<file path="config.mk">
export PLATFORM = sky130hd
export DESIGN_NAME = cla64_share_ctrl
export DESIGN_NICKNAME = d
export VERILOG_FILES = /design/src/rtl/cla64_share_ctrl.sv
export SDC_FILE = /design/constraint.sdc
export NUM_CORES = 1
export LEC_CHECK = 0
export BUFFER_PORTS_ARGS = -buffer_cell sky130_fd_sc_hd__buf_2
export CAP_MARGIN = 25
export CORE_AREA = 2 2 309 311
export CTS_BUF_LIST = sky130_fd_sc_hd__clkbuf_4 sky130_fd_sc_hd__clkbuf_8
export DETAILED_ROUTE_END_ITERATION = 10
export DIE_AREA = 0 0 311 313
export PLACE_DENSITY = 0.36
export SETUP_SLACK_MARGIN = 0.02
export SLEW_MARGIN = 30
export SYNTH_ARGS = -nofsm -noshare
export SYNTH_HDL_FRONTEND = slang
export SYNTH_SLANG_ARGS = --single-unit
</file>
<file path="constraint.sdc">
create_clock -name clock -period 4.39 [get_ports clock]
set_input_delay 0.2195 -clock clock [delete_from_list [all_inputs] [get_ports clock]]
set_output_delay 0.2195 -clock clock [all_outputs]
set_load 0.005 [all_outputs]
</file>
<file path="src/rtl/cla64_share_ctrl.sv">
// ---------------------------------------------------------------------------
// cla64_share_ctrl
//
// Purpose
//   Lets NREQ requesters share a single registered W-bit carry-lookahead
//   adder that lives outside this block. One add is accepted per cycle under
//   round-robin arbitration. The granted operands are registered towards the
//   adder. A small tag pipe follows every accepted op through the adder's
//   pipeline so that the sum and carry can be returned as a one-cycle strobe
//   to the requester that issued them.
//
// Parameters
//   NREQ     number of requesters (2..8)
//   W        operand / sum width, must match the external adder
//   ADD_LAT  clock edges from add_op* valid to add_sum/add_cout valid
//
// Ports
//   clock      in   1        rising-edge clock, shared with the adder
//   reset_n    in   1        asynchronous active-low reset
//   issue_en   in   1        1 = grants allowed, 0 = no new grants (drain only)
//   req_valid  in   NREQ     per-requester operation request
//   req_ready  out  NREQ     one-hot combinational grant
//   req_op1    in   NREQ*W   requester i operand A in bits [i*W +: W]
//   req_op2    in   NREQ*W   requester i operand B in bits [i*W +: W]
//   add_op1    out  W        registered operand A to the adder
//   add_op2    out  W        registered operand B to the adder
//   add_sum    in   W        adder sum
//   add_cout   in   1        adder carry out
//   rsp_valid  out  NREQ     one-hot, one-cycle result strobe
//   rsp_sum    out  W        registered result sum
//   rsp_cout   out  1        registered result carry
//   inflight   out  4        accepted ops that have not yet responded
//
// Timing at the default ADD_LAT=2
//   edge N    : accept, add_op* and tag stage0 load
//   edge N+2  : tag reaches stage(ADD_LAT), lined up with add_sum/add_cout
//   edge N+3  : rsp_* register the result, rsp_valid high for one cycle
//
// The integrator resets the adder from ~reset_n. Ops in flight when reset
// is asserted are dropped, and no response is produced for them.
// ---------------------------------------------------------------------------
module cla64_share_ctrl #(
    parameter int NREQ    = 4,
    parameter int W       = 64,
    parameter int ADD_LAT = 2
) (
    input  logic              clock,
    input  logic              reset_n,
    input  logic              issue_en,
    input  logic [NREQ-1:0]   req_valid,
    output logic [NREQ-1:0]   req_ready,
    input  logic [NREQ*W-1:0] req_op1,
    input  logic [NREQ*W-1:0] req_op2,
    output logic [W-1:0]      add_op1,
    output logic [W-1:0]      add_op2,
    input  logic [W-1:0]      add_sum,
    input  logic              add_cout,
    output logic [NREQ-1:0]   rsp_valid,
    output logic [W-1:0]      rsp_sum,
    output logic              rsp_cout,
    output logic [3:0]        inflight
);

    localparam int IDW = (NREQ > 1) ? $clog2(NREQ) : 1;
    localparam logic [IDW:0] NREQ_EXT = (IDW+1)'(NREQ);
    localparam logic [IDW-1:0] LAST_ID = IDW'(NREQ - 1);

    logic [IDW-1:0]            rr_ptr;
    logic [IDW-1:0]            rr_next;
    logic [IDW:0]              cand;
    logic                      grant_found;
    logic [IDW-1:0]            grant_id;
    logic                      accept;
    logic [W-1:0]              sel_op1;
    logic [W-1:0]              sel_op2;
    logic [ADD_LAT:0]          stage_valid;
    logic [ADD_LAT:0][IDW-1:0] stage_id;
    logic                      rsp_fire;
    logic [3:0]                inflight_next;

    // Round-robin search. Candidates are visited starting at rr_ptr and wrap
    // modulo NREQ. cand is one bit wider than an id, so rr_ptr+k cannot
    // overflow before the wrap subtraction, even when NREQ is not a power
    // of two.
    always_comb begin
        grant_found = 1'b0;
        grant_id    = '0;
        cand        = '0;
        for (int k = 0; k < NREQ; k++) begin
            cand = {1'b0, rr_ptr} + (IDW+1)'(k);
            if (cand >= NREQ_EXT) begin
                cand = cand - NREQ_EXT;
            end
            if (!grant_found && req_valid[cand[IDW-1:0]]) begin
                grant_found = 1'b1;
                grant_id    = cand[IDW-1:0];
            end
        end
    end

    // The grant is withheld while in reset and while issue_en is low. It
    // never looks at the response side, because responses cannot be
    // backpressured.
    always_comb begin
        req_ready = '0;
        if (reset_n && issue_en && grant_found) begin
            req_ready = NREQ'(1) << grant_id;
        end
    end

    assign accept = |(req_valid & req_ready);

    // The pointer moves to the requester just after the one accepted, so
    // the requester that was just served has the lowest priority next.
    always_comb begin
        if (grant_id == LAST_ID) begin
            rr_next = '0;
        end else begin
            rr_next = grant_id + 1'b1;
        end
    end

    // Operand mux for the granted requester. Operands are only used at the
    // accept edge, so a requester may change them while it waits.
    always_comb begin
        sel_op1 = req_op1[int'(grant_id)*W +: W];
        sel_op2 = req_op2[int'(grant_id)*W +: W];
    end

    // Arbitration pointer. It only moves on an accept.
    always_ff @(posedge clock or negedge reset_n) begin
        if (!reset_n) begin
            rr_ptr <= '0;
        end else if (accept) begin
            rr_ptr <= rr_next;
        end
    end

    // Operand registers towards the adder. They hold between accepts so
    // the adder inputs do not toggle while the block is idle.
    always_ff @(posedge clock or negedge reset_n) begin
        if (!reset_n) begin
            add_op1 <= '0;
            add_op2 <= '0;
        end else if (accept) begin
            add_op1 <= sel_op1;
            add_op2 <= sel_op2;
        end
    end

    // Tag pipe. Stage 0 loads with the operands. Stage ADD_LAT is therefore
    // valid in the same cycle that the adder presents the matching sum.
    // Idle slots carry a don't-care id, and only the valid bit matters.
    always_ff @(posedge clock or negedge reset_n) begin
        if (!reset_n) begin
            stage_valid <= '0;
            stage_id    <= '0;
        end else begin
            stage_valid <= {stage_valid[ADD_LAT-1:0], accept};
            stage_id    <= {stage_id[ADD_LAT-1:0], grant_id};
        end
    end

    assign rsp_fire = stage_valid[ADD_LAT];

    // Response register. The sum and carry keep their last value between
    // strobes. Because the tag pipe is a plain shift register, results
    // leave in the same order in which they were accepted.
    always_ff @(posedge clock or negedge reset_n) begin
        if (!reset_n) begin
            rsp_valid <= '0;
            rsp_sum   <= '0;
            rsp_cout  <= 1'b0;
        end else begin
            if (rsp_fire) begin
                rsp_valid <= NREQ'(1) << stage_id[ADD_LAT];
                rsp_sum   <= add_sum;
                rsp_cout  <= add_cout;
            end else begin
                rsp_valid <= '0;
            end
        end
    end

    // In-flight counter. An accept and a response on the same edge cancel
    // out. This keeps the count at ADD_LAT+1 during back-to-back issue.
    always_comb begin
        inflight_next = inflight;
        case ({accept, rsp_fire})
            2'b10:   inflight_next = inflight + 4'd1;
            2'b01:   inflight_next = inflight - 4'd1;
            default: inflight_next = inflight;
        endcase
    end

    // Registered copy of the in-flight count.
    always_ff @(posedge clock or negedge reset_n) begin
        if (!reset_n) begin
            inflight <= '0;
        end else begin
            inflight <= inflight_next;
        end
    end

endmodule

</file>
== Word level (Yosys, flattened, before mapping) ==
Index checks and enable logic that the tools add are counted.
W data, S select, Z words.

* Logic and storage cells: 71
* Register bits: 212
* Output and inout port bits: 205

* Mux-type cells: 24
* Bitwise gates (word level): 1
* Equal/unequal tests: 3
* Magnitude comparators: 8
* $add $sub $neg: 10
* Shift-type cells: 4
* Reduce and logical (&&, ||, !) cells: 10

{| class="wikitable"
|+ Operators by type and width
! kind !! number
|-
| $shiftx A256 B9 Y64 || 2
|-
| $mux W2 || 9
|-
| $lt A2 B3 Y1 const B || 4
|-
| $ge A3 B3 Y1 const B || 3
|-
| $bmux W1 S2 || 4
|-
| $mux W1 || 8
|-
| $mux W4 || 2
|-
| $pmux W4 S2 || 1
|-
| $shl A1 B2 Y4 const A || 2
|-
| $sub A2 B1 Y2 const B || 4
|-
| $add A2 B2 Y3 const B || 2
|-
| $logic_and A1 B1 Y1 || 5
|-
| $add A4 B1 Y4 const B || 1
|-
| $and A4 B4 Y4 || 1
|-
| $eq A2 B2 Y1 const B || 2
|-
| $reduce_or A4 Y1 || 1
|-
| $sub A4 B1 Y4 const B || 1
|-
| $add A2 B1 Y3 const B || 1
|-
| $ge A2 B3 Y1 const B || 1
|-
| $logic_not A1 Y1 || 3
|-
| $add A2 B1 Y2 const B || 1
|-
| $eq A2 B1 Y1 const B || 1
|-
| $reduce_bool A2 Y1 || 1
|}

== Longest topological paths before layout ==
Gate-level depths: netlist (run 1).

* Word-level depth: 20
* Depth in mapped cells: 19
* Depth with buffers taken out: 14

== Least setup slack after synthesis (run 1) ==
Ideal clock, no wire load.

* Path kind: reg-to-reg
* Start point: register rr_ptr[1]
* End point: register inflight[3]
* Buffers on the path: 5
* Stages on the path, launching flop included: 20
* Data arrival time: 3.566 ns
* Path slack: 0.699 ns
* Setup time: 0.125 ns
* Cells stage by stage: dfrtp_1 -> nand2_1 -> and3_1 -> o32ai_4 -> clkbuf_1 -> buf_2 -> inv_1 -> ha_1 -> nand2_1 -> a31o_1 -> buf_2 -> buf_2 -> clkbuf_1 -> ha_1 -> ha_1 -> a21o_1 -> a21oi_1 -> xnor2_1 -> nor2_1 -> xor2_1

* Cells in the longest elaborated chain, start to end: 20
* Elaborated cells between the ends (all ways): 46
* Those cells by class: add/sub (7); order compare (4); eq/ne (2); shift (1); mux (22); bitwise (1); reduce/logical (9)

{| class="wikitable"
|+ Ends and longest elaborated chain
! element !! line !! RTL
|-
| start, declared || 68 || <nowiki>logic [IDW-1:0] rr_ptr;</nowiki>
|-
| start signal, assigned || 135 || <nowiki>rr_ptr <= rr_next;</nowiki>
|-
| parallel branches: the longest is 15 deep, another holds $add A2 B1 Y3 || n/a ||
|-
| $mux W4 (*) || 106 || <nowiki>if (reset_n && issue_en && grant_found) begin</nowiki>
|-
| $and A4 B4 Y4 (*) || 111 || <nowiki>assign accept = |(req_valid & req_ready);</nowiki>
|-
| $reduce_or A4 Y1 (*) || 111 ||
|-
| $eq A2 B1 Y1 / $eq A2 B2 Y1 (equally long branches) || 189 || <nowiki>case ({accept, rsp_fire})</nowiki>
|-
| $pmux W4 S2 / $reduce_bool A2 Y1 (equally long branches) || n/a ||
|-
| end signal, assigned || 201 || <nowiki>inflight <= inflight_next;</nowiki>
|-
| end, declared || 61 || <nowiki>output logic [3:0] inflight</nowiki>
|}

Every way passes the cells marked *. The select of a mux whose other input is x is not followed.
A chain may end at the register's enable or synchronous reset.

== Worst setup path in the final report (run 1) ==
* Start point: register rr_ptr[1]
* End point: register add_op2[8]

* Cells in the longest elaborated chain, start to end: 18
* Elaborated cells between the ends (all ways): 43
* Those cells by class: add/sub (7); order compare (4); shift (2); mux (21); bitwise (1); reduce/logical (8)

{| class="wikitable"
|+ Ends and longest elaborated chain
! element !! line !! RTL
|-
| parallel branches: the longest is 18 deep, another holds $add A2 B1 Y3 || n/a ||
|-
| end signal, assigned || 147 || <nowiki>add_op2 <= sel_op2;</nowiki>
|-
| end, declared || 55 || <nowiki>output logic [W-1:0] add_op2,</nowiki>
|}

Parallel ways; which one is timed is not known. The select of a mux whose other input is x is not followed.

==> summary by stage, run 1 <==
Status
The run finished with clean final reports.

Synth
The post-synthesis instance area is around 12000 sq um. The cell count after synthesis is between 1000 and 1500. The average size of a mapped cell is just under 9 sq um. The number of warnings reported in the yosys synthesis log is 0.

After synthesis the netlist holds a flip-flop and latch count of about 210. The register area share after synthesis is roughly 45%. The net count after synthesis is a little under 2000. Counting distinct cell types in the post-synthesis netlist gives 29.

Critical path
The critical path capture point type is a flip-flop. In this design, the largest share of critical-path delay is due to buffers and inverters. At the worst endpoint, the arrival time is between 4000 and 5000 ps. The critical setup path kind is reg2reg. Along the worst path, the maximum fanout reaches 76.

The setup check on the worst reg-to-reg path leaves a slack of 490 ps. The signal on the critical path passes through nand2_1 > and3_1 > o32ai_4 > buf_4 > buf_6 > nand2_1 > and3_1 > dlygate4sd3_1 > o31ai_1 > dlygate4sd3_1. Together, buffers and inverters on the worst path number 4. STA puts the critical path data required time at approximately 5000 ps.

On the worst path, the slowest cell contributes a delay of about 580 ps. STA classifies the critical path startpoint as a flip-flop. The slowest library cell on the worst path is sky130_fd_sc_hd__dlygate4sd3_1.

Timing
The number of endpoints with negative hold slack in the final report is 0. Setup violations remaining at the end of the flow were counted as 0. The final hold slack is ~75 ps. The clock skew after layout is 30.05 ps. The minimum clock period after layout is between 3000 and 4000 ps. The number of pins exceeding their max-slew limit in the final report is 0. In this run the tightest slew margin relative to its limit is ~34%. The highest clock frequency the design can meet is around 0.26 GHz. The actual transition at the worst max-transition pin is roughly 990 ps. Once routing completed, OpenROAD measured the worst setup slack at 486.9 ps. The share of the cycle needed by the critical path after routing is about nine tenths. Setup repair after global routing left no endpoint under its margin. The total negative setup slack is 0 ps.

Clock network
The number of sinks driven by the clock tree is approximately 210. CTS built an H-tree with a depth of 2. The TritonCTS clock tree is yes. The clock insertion delay at the later pin of the skew report is between 600 and 700 ps. The tree is rooted in a sky130_fd_sc_hd__clkbuf_8.

The maximum buffer depth of the clock tree is 3. The CTS clock-pin slew for the worst setup and hold paths is around 60 ps. The number of buffers inserted during clock tree synthesis is 47.

Min path
In this run the worst hold path is classified as in2reg.

Flow run
The count of max-cap constraint violations is 0.

Placed design
In this run the cell area measured after placement is 17090 sq um. The placed wire-length estimate after detailed placement is between 40000 and 50000 um. The worst slack at placement is around 1300 ps.

The count of placed standard cells including taps is 3289. Input and output buffers added on the ports amount to between 700 and 800. At the end of routability-driven placement, the weighted congestion stood at about 0.9.

Global route
The total global routing track utilization is approximately 12%. The first-pass GRT wire length is 92050 um. The total congestion overflow is 0. The initial antenna violation count was 12.

The number of global-route vias before repair is 15750. The largest net degree at the start of global routing is approximately 160.

Drt
Using the TritonRoute via totals, the vias-per-cell ratio works out to 3.866. Dividing the detail-routed wire length by the instance count gives around 16 um. After the first detailed-routing iteration, the DRC count stood at 610. In this run the remaining antenna-violating nets after routing total 0. After detailed routing, the number of remaining DRC violations is 0. The routed layout has 14710 vias. Wires add up to roughly 61000 um. For this run, the detailed router's first-pass iteration total came to 4.

Layout
The finished layout holds about 3800 standard cells, fillers aside. At the end of the flow the core is filled with cells to between 20% and 30%. From synthesis to final layout, the design area changed by 89.44%. The library cells used most frequently in the layout, excluding fill and tap cells, are sky130_fd_sc_hd__buf_2 (787), sky130_fd_sc_hd__dlygate4sd3_1 (429), sky130_fd_sc_hd__nand2_1 (390), sky130_fd_sc_hd__dfrtp_1 (211), sky130_fd_sc_hd__and3_1 (130). Leaving out fill and tap cells, the most frequent cell in the layout is sky130_fd_sc_hd__buf_2. With fillers left out, the area of the finished cells amounts to about 22000 sq um. The number of nets in the layout is approximately 3100. The post-route netlist has between 30% and 40% of its cells at a drive strength greater than 1.

Floorplanning
The cell row count is 113. The width of the die is 311 um. The number of I/O pins is 789. The die covers between 90000 and 100000 sq um.

The effective utilization at floorplan is ~13%. The core region is ~94000 sq um. The overall die height is about 310 um.

Power and ir drop
Dividing total power by cell area gives a power density of about 530 nW/um^2. The static power due to leakage is around 11 nW. The completed layout was analyzed and its total power is roughly 12 mW. The highest ir drop seen on vdd is ~280 uV.
metal layers:
metal  global-route usage, %  part of all wire (%)
met1                   12.43                    36
met2                   22.05                    51
met3                   3.877                   7.8
met4                   6.126                   5.1
met5                       0                  0.13
cell families after synthesis:
family / synth area share, %
and+or+nand+nor: 26.64
AOI/OAI and AO/OA: 17.02
DFF: 44.74
buffers and inverters: 4.443
muxes: 6.268
adders and majority gates: 0.5910
xor gates and xnor gates: 0.2955
final cells by class:
class                      instances  area [sq um]
fill                           10400         71700
clock inverter                    10         110.1
tap                             1265          1583
multi-input combinational       1004          6042
antenna                            3         7.507
clock buffer                      71         902.1
timing repair buffer            1231          8472
inverter                           8         37.54
sequential                       212          5306
state kept, by name (all words and copies together), names as in the netlist:
| register | cells |
|---|---|
| add_op1 | 64 |
| add_op2 | 64 |
| inflight | 4 |
| rr_ptr | 2 |
| rsp_cout | 1 |
| rsp_sum | 64 |
| rsp_valid | 4 |
| stage_id | 6 |
| stage_valid | 3 |
power breakdown:
part | leakage (nW) | total, mW | switching (mW) | internal [mW]
Combinational | 8.04 | 6.27 | 2.97 | 3.30
Sequential | 2.58 | 3.28 | 0.484 | 2.80
Clock | 0.536 | 2.43 | 1.00 | 1.42
final timing paths:
kind                                   start             end  cells after the start
worst min register to register   stage_id[2]     stage_id[4]                      0
worst max register to register     rr_ptr[1]      add_op2[8]                     10
worst max-delay path               rr_ptr[1]      add_op2[8]                     10
min in group asynchronous            reset_n     rsp_sum[13]                      3
max in group asynchronous            reset_n  stage_valid[2]                      3
worst min-delay path            req_op1[140]     add_op1[12]                      3
cell usage after synthesis:
master,count,area share [%]
sky130_fd_sc_hd__buf_1,3,0.095
sky130_fd_sc_hd__dfrtp_1,212,45
sky130_fd_sc_hd__inv_2,1,0.032
sky130_fd_sc_hd__nor3_1,2,0.084
sky130_fd_sc_hd__a31o_1,1,0.074
sky130_fd_sc_hd__and3_1,130,6.9
sky130_fd_sc_hd__fa_1,1,0.17
sky130_fd_sc_hd__clkbuf_1,88,2.8
sky130_fd_sc_hd__and2_1,128,6.8
sky130_fd_sc_hd__o21ai_0,4,0.17
sky130_fd_sc_hd__o31ai_1,128,8.1
sky130_fd_sc_hd__xor2_1,2,0.15
sky130_fd_sc_hd__and3b_1,1,0.074
sky130_fd_sc_hd__a21o_1,1,0.063
sky130_fd_sc_hd__buf_2,31,1.3
sky130_fd_sc_hd__nor3b_1,2,0.13
sky130_fd_sc_hd__xnor2_1,2,0.15
sky130_fd_sc_hd__ha_1,4,0.42
sky130_fd_sc_hd__o32ai_4,1,0.23
sky130_fd_sc_hd__nand3_1,1,0.042
sky130_fd_sc_hd__inv_1,7,0.22
sky130_fd_sc_hd__or4_1,1,0.063
sky130_fd_sc_hd__nor2_1,4,0.13
sky130_fd_sc_hd__mux2_2,66,6.3
sky130_fd_sc_hd__nand2_1,390,12
sky130_fd_sc_hd__nor2b_1,3,0.16
sky130_fd_sc_hd__o221a_2,2,0.19
sky130_fd_sc_hd__a21oi_1,2,0.084
sky130_fd_sc_hd__a211oi_1,128,8.1
what timing repair did:
item / CTS / global route
hold endpoints to repair: 237 / 0
gates resized for setup: 0 / 1
hold buffers: 430 / 0
setup endpoints to repair: 0 / 14
setup buffers: 0 / 0
worst register-to-register path, cell delays in order, from the launching register on:
cell                            delay [ps]
sky130_fd_sc_hd__dfrtp_1               480
sky130_fd_sc_hd__nand2_1                70
sky130_fd_sc_hd__and3_1                210
sky130_fd_sc_hd__o32ai_4               420
sky130_fd_sc_hd__buf_4                 490
sky130_fd_sc_hd__buf_6                 500
sky130_fd_sc_hd__nand2_1               170
sky130_fd_sc_hd__and3_1                190
sky130_fd_sc_hd__dlygate4sd3_1         560
sky130_fd_sc_hd__o31ai_1               190
sky130_fd_sc_hd__dlygate4sd3_1         580
Note: power is estimated with default switching activity, not from simulation.
==> inputs of run 2 (changes only) <==
Settings changed: RECOVER_POWER from default to 100.
==> summary by stage, run 2 (synthesis gave the netlist of run 1 again) <==
Layout
The number of nets in the layout is 3093 (unchanged). The layout filler cell count is 10490 (+0.87%). The library cells used most frequently in the layout, excluding fill and tap cells, are sky130_fd_sc_hd__buf_2 (619), sky130_fd_sc_hd__dlygate4sd3_1 (429), sky130_fd_sc_hd__nand2_1 (390), sky130_fd_sc_hd__dfrtp_1 (211), sky130_fd_sc_hd__clkbuf_1 (169).

The largest registers in the layout are add_op1: 64 flops, add_op2: 64 flops, rsp_sum: 64 flops. The most common cell after layout, fill and taps aside is sky130_fd_sc_hd__buf_2. The share of layout cells above drive strength 1 is 30.84% (-6.8 points). From synthesis to final layout, the design area changed by 86.92%.

Floorplanning
The number of I/O pins is 789 (unchanged). The total core area is 94160 sq um (unchanged). The area enclosed by the die boundary was 97340 sq um (unchanged). The cell row count is 113 (unchanged). The effective utilization at floorplan is 12.59% (unchanged). The width of the die is 311 um (unchanged).

The overall die height is 313 um (unchanged).

Drt
The average detailed-routed wire length per instance is 16.09 um (+0.28%). The number of vias in the routed layout is 14740 (+0.24%). The remaining number of nets flagged by the antenna check after routing is 0 (unchanged).

The total wire length after detailed routing came to 61210 um (+0.31%). The vias per cell is 3.874 (+0.21%). The total iterations of the first detailed-routing run is 5 (+1). The total DRC errors in the routed layout is 0 (unchanged).

The DRC violation total after the first TritonRoute iteration is 629 (+3.1%).

Placed design
The port buffer count was 788 (unchanged). The routability congestion estimate was 0.9004 (unchanged). The placed wire-length estimate after detailed placement is 43950 um (unchanged).

Clock network
The post-CTS setup buffer count is 0 (unchanged). The number of sinks driven by the clock tree is 212 (unchanged). The number of buffers inserted during clock tree synthesis is 47 (unchanged).

The CTS clock-pin slew for the worst setup and hold paths is 60 ps (about the same). The maximum buffer depth of the clock tree is 3 (unchanged). The clock insertion delay at the later pin of the skew report came to 630 ps (about the same). The maximum level of the CTS H-tree is 2 (unchanged). TritonCTS built the clock tree. The clock tree root buffer cell is sky130_fd_sc_hd__clkbuf_8.

Critical path
The biggest fanout along the worst timing path is 76 (unchanged). The critical path startpoint category is a flip-flop. The worst setup path is captured at a flip-flop. The critical setup path kind is reg2reg. The worst setup slack for register-to-register paths came to 490 ps (about the same).

The endpoint arrival time on the critical path is 4450 ps (about the same). The critical path required time is 4940 ps (about the same).

Timing
The headroom to the max-slew limit is -33.60% (-67 points). The minimum clock period after layout is 3897 ps (-6.567 ps). The share of the cycle needed by the critical path after routing is 88.76% (-0.15 points).

The total negative setup slack came to 0 ps (unchanged). The final hold slack is 77.69 ps (+2.854 ps). The clock skew after layout is 31.96 ps (+1.904 ps). The number of pins exceeding their max-slew limit in the final report is 192 (+192). The number of endpoints with negative hold slack in the final report came to 0 (unchanged). The actual transition at the worst max-transition pin was 2004 ps (+1013 ps). The highest clock frequency the design can meet is 0.2566 GHz (+0.17%). Setup repair after global routing left no endpoint under its margin. The number of endpoints failing setup at the final stage came to 0 (unchanged).

Flow run
The count of max-cap constraint violations came to 2 (+2).

Global route
The initial antenna violation count is 12 (unchanged). The total congestion overflow was 0 (unchanged). The total global routing track utilization was 12.11% (unchanged).

The number of global-route vias before repair is 15750 (unchanged). The largest net degree at the start of global routing is 164 (unchanged). The highest-utilization routing layer at the global route stage is met2. The first-pass GRT wire length is 92050 um (unchanged).

The fraction of met2 tracks used by global routing is 22.05% (unchanged). The global-route track usage on met1 was 12.43% (unchanged). The met3 usage is 3.877% (unchanged).

Power and ir drop
The static power due to leakage is 10.58 nW (-5.2%). The power density of the placed cells is 532.6 nW/um^2 (-0.16%). The highest ir drop seen on vdd was 272.9 uV (-0.77%).

Min path
The class of the most critical hold timing path is in2reg.

Status
The run finished, with violations left. The checks that failed: capacitance limit, slew limit.
-- run 2: repair_timing --
| item | CTS | global route |
|---|---|---|
| gates resized for setup | 0 | 1 |
| setup endpoints to repair | 0 | 14 |
| endpoints found under the hold margin | 237 | 0 |
| hold buffers | 430 | 0 |
-- run 2: through the flow --
stage / instances / utilization (%) / power, mW / area (sq um) / setup WS [ps]
after CTS: 3800 / 23.81 / 12.19 / 22420 / 280.5
after floorplan: 1346 / - / 5.873 / 11860 / 699.2
after global placement: 3289 / 18.15 / 8.111 / 17090 / 1185
after detailed placement: 3289 / 18.15 / 8.119 / 17090 / 1325
final: 3805 / 23.54 / 11.80 / 22160 / 493.5
after global routing: 3804 / 23.53 / 12.81 / 22160 / 166.3
-- run 2: worst max-delay path, cell delays in order (launching register included) --
cell and delay [ps]:
sky130_fd_sc_hd__dfrtp_1 460, sky130_fd_sc_hd__nand2_1 70, sky130_fd_sc_hd__and3_1 210, sky130_fd_sc_hd__o32ai_4 420, sky130_fd_sc_hd__buf_4 490, sky130_fd_sc_hd__buf_6 490, sky130_fd_sc_hd__nand2_1 130, sky130_fd_sc_hd__and3_1 190
sky130_fd_sc_hd__dlygate4sd3_1 560, sky130_fd_sc_hd__o31ai_1 190, sky130_fd_sc_hd__dlygate4sd3_1 580
-- run 2: path summary, 6_finish.rpt --
kind	from	to	depth (start not counted)
worst min register to register	stage_id[2]	stage_id[4]	0
min in group asynchronous	reset_n	rsp_sum[13]	3
worst min-delay path	req_op1[140]	add_op1[12]	3
max in group asynchronous	reset_n	stage_valid[2]	3
worst max-delay path	rr_ptr[1]	add_op2[8]	10
worst max register to register	rr_ptr[1]	add_op2[8]	10
-- run 2: cell type report --
type                    count  area [sq um]  area share (%)
clock inverters            10         110.1          0.4968
multi-input cells        1004          6025           27.18
clock buffers              71         902.1           4.070
inverters                   8         37.54          0.1694
flip-flops and latches    212          5306           23.94
repair buffers           1231          8189           36.95
diodes                      4         10.01         0.04516
well taps                1265          1583           7.142
-- run 2: power by group --
part	internal (mW)	switching, mW	total [mW]
sequential	2.80	0.504	3.30
combinational	3.11	2.97	6.07
clock	1.42	1.00	2.42
total	7.33	4.47	11.8
-- run 2: routing by layer --
metal  share of wire [%]  vias up
met5                0.13        -
met4                 5.1       12
met3                 7.6      142
met2                  51      597
met1                  36     6960
li1                    -     7030
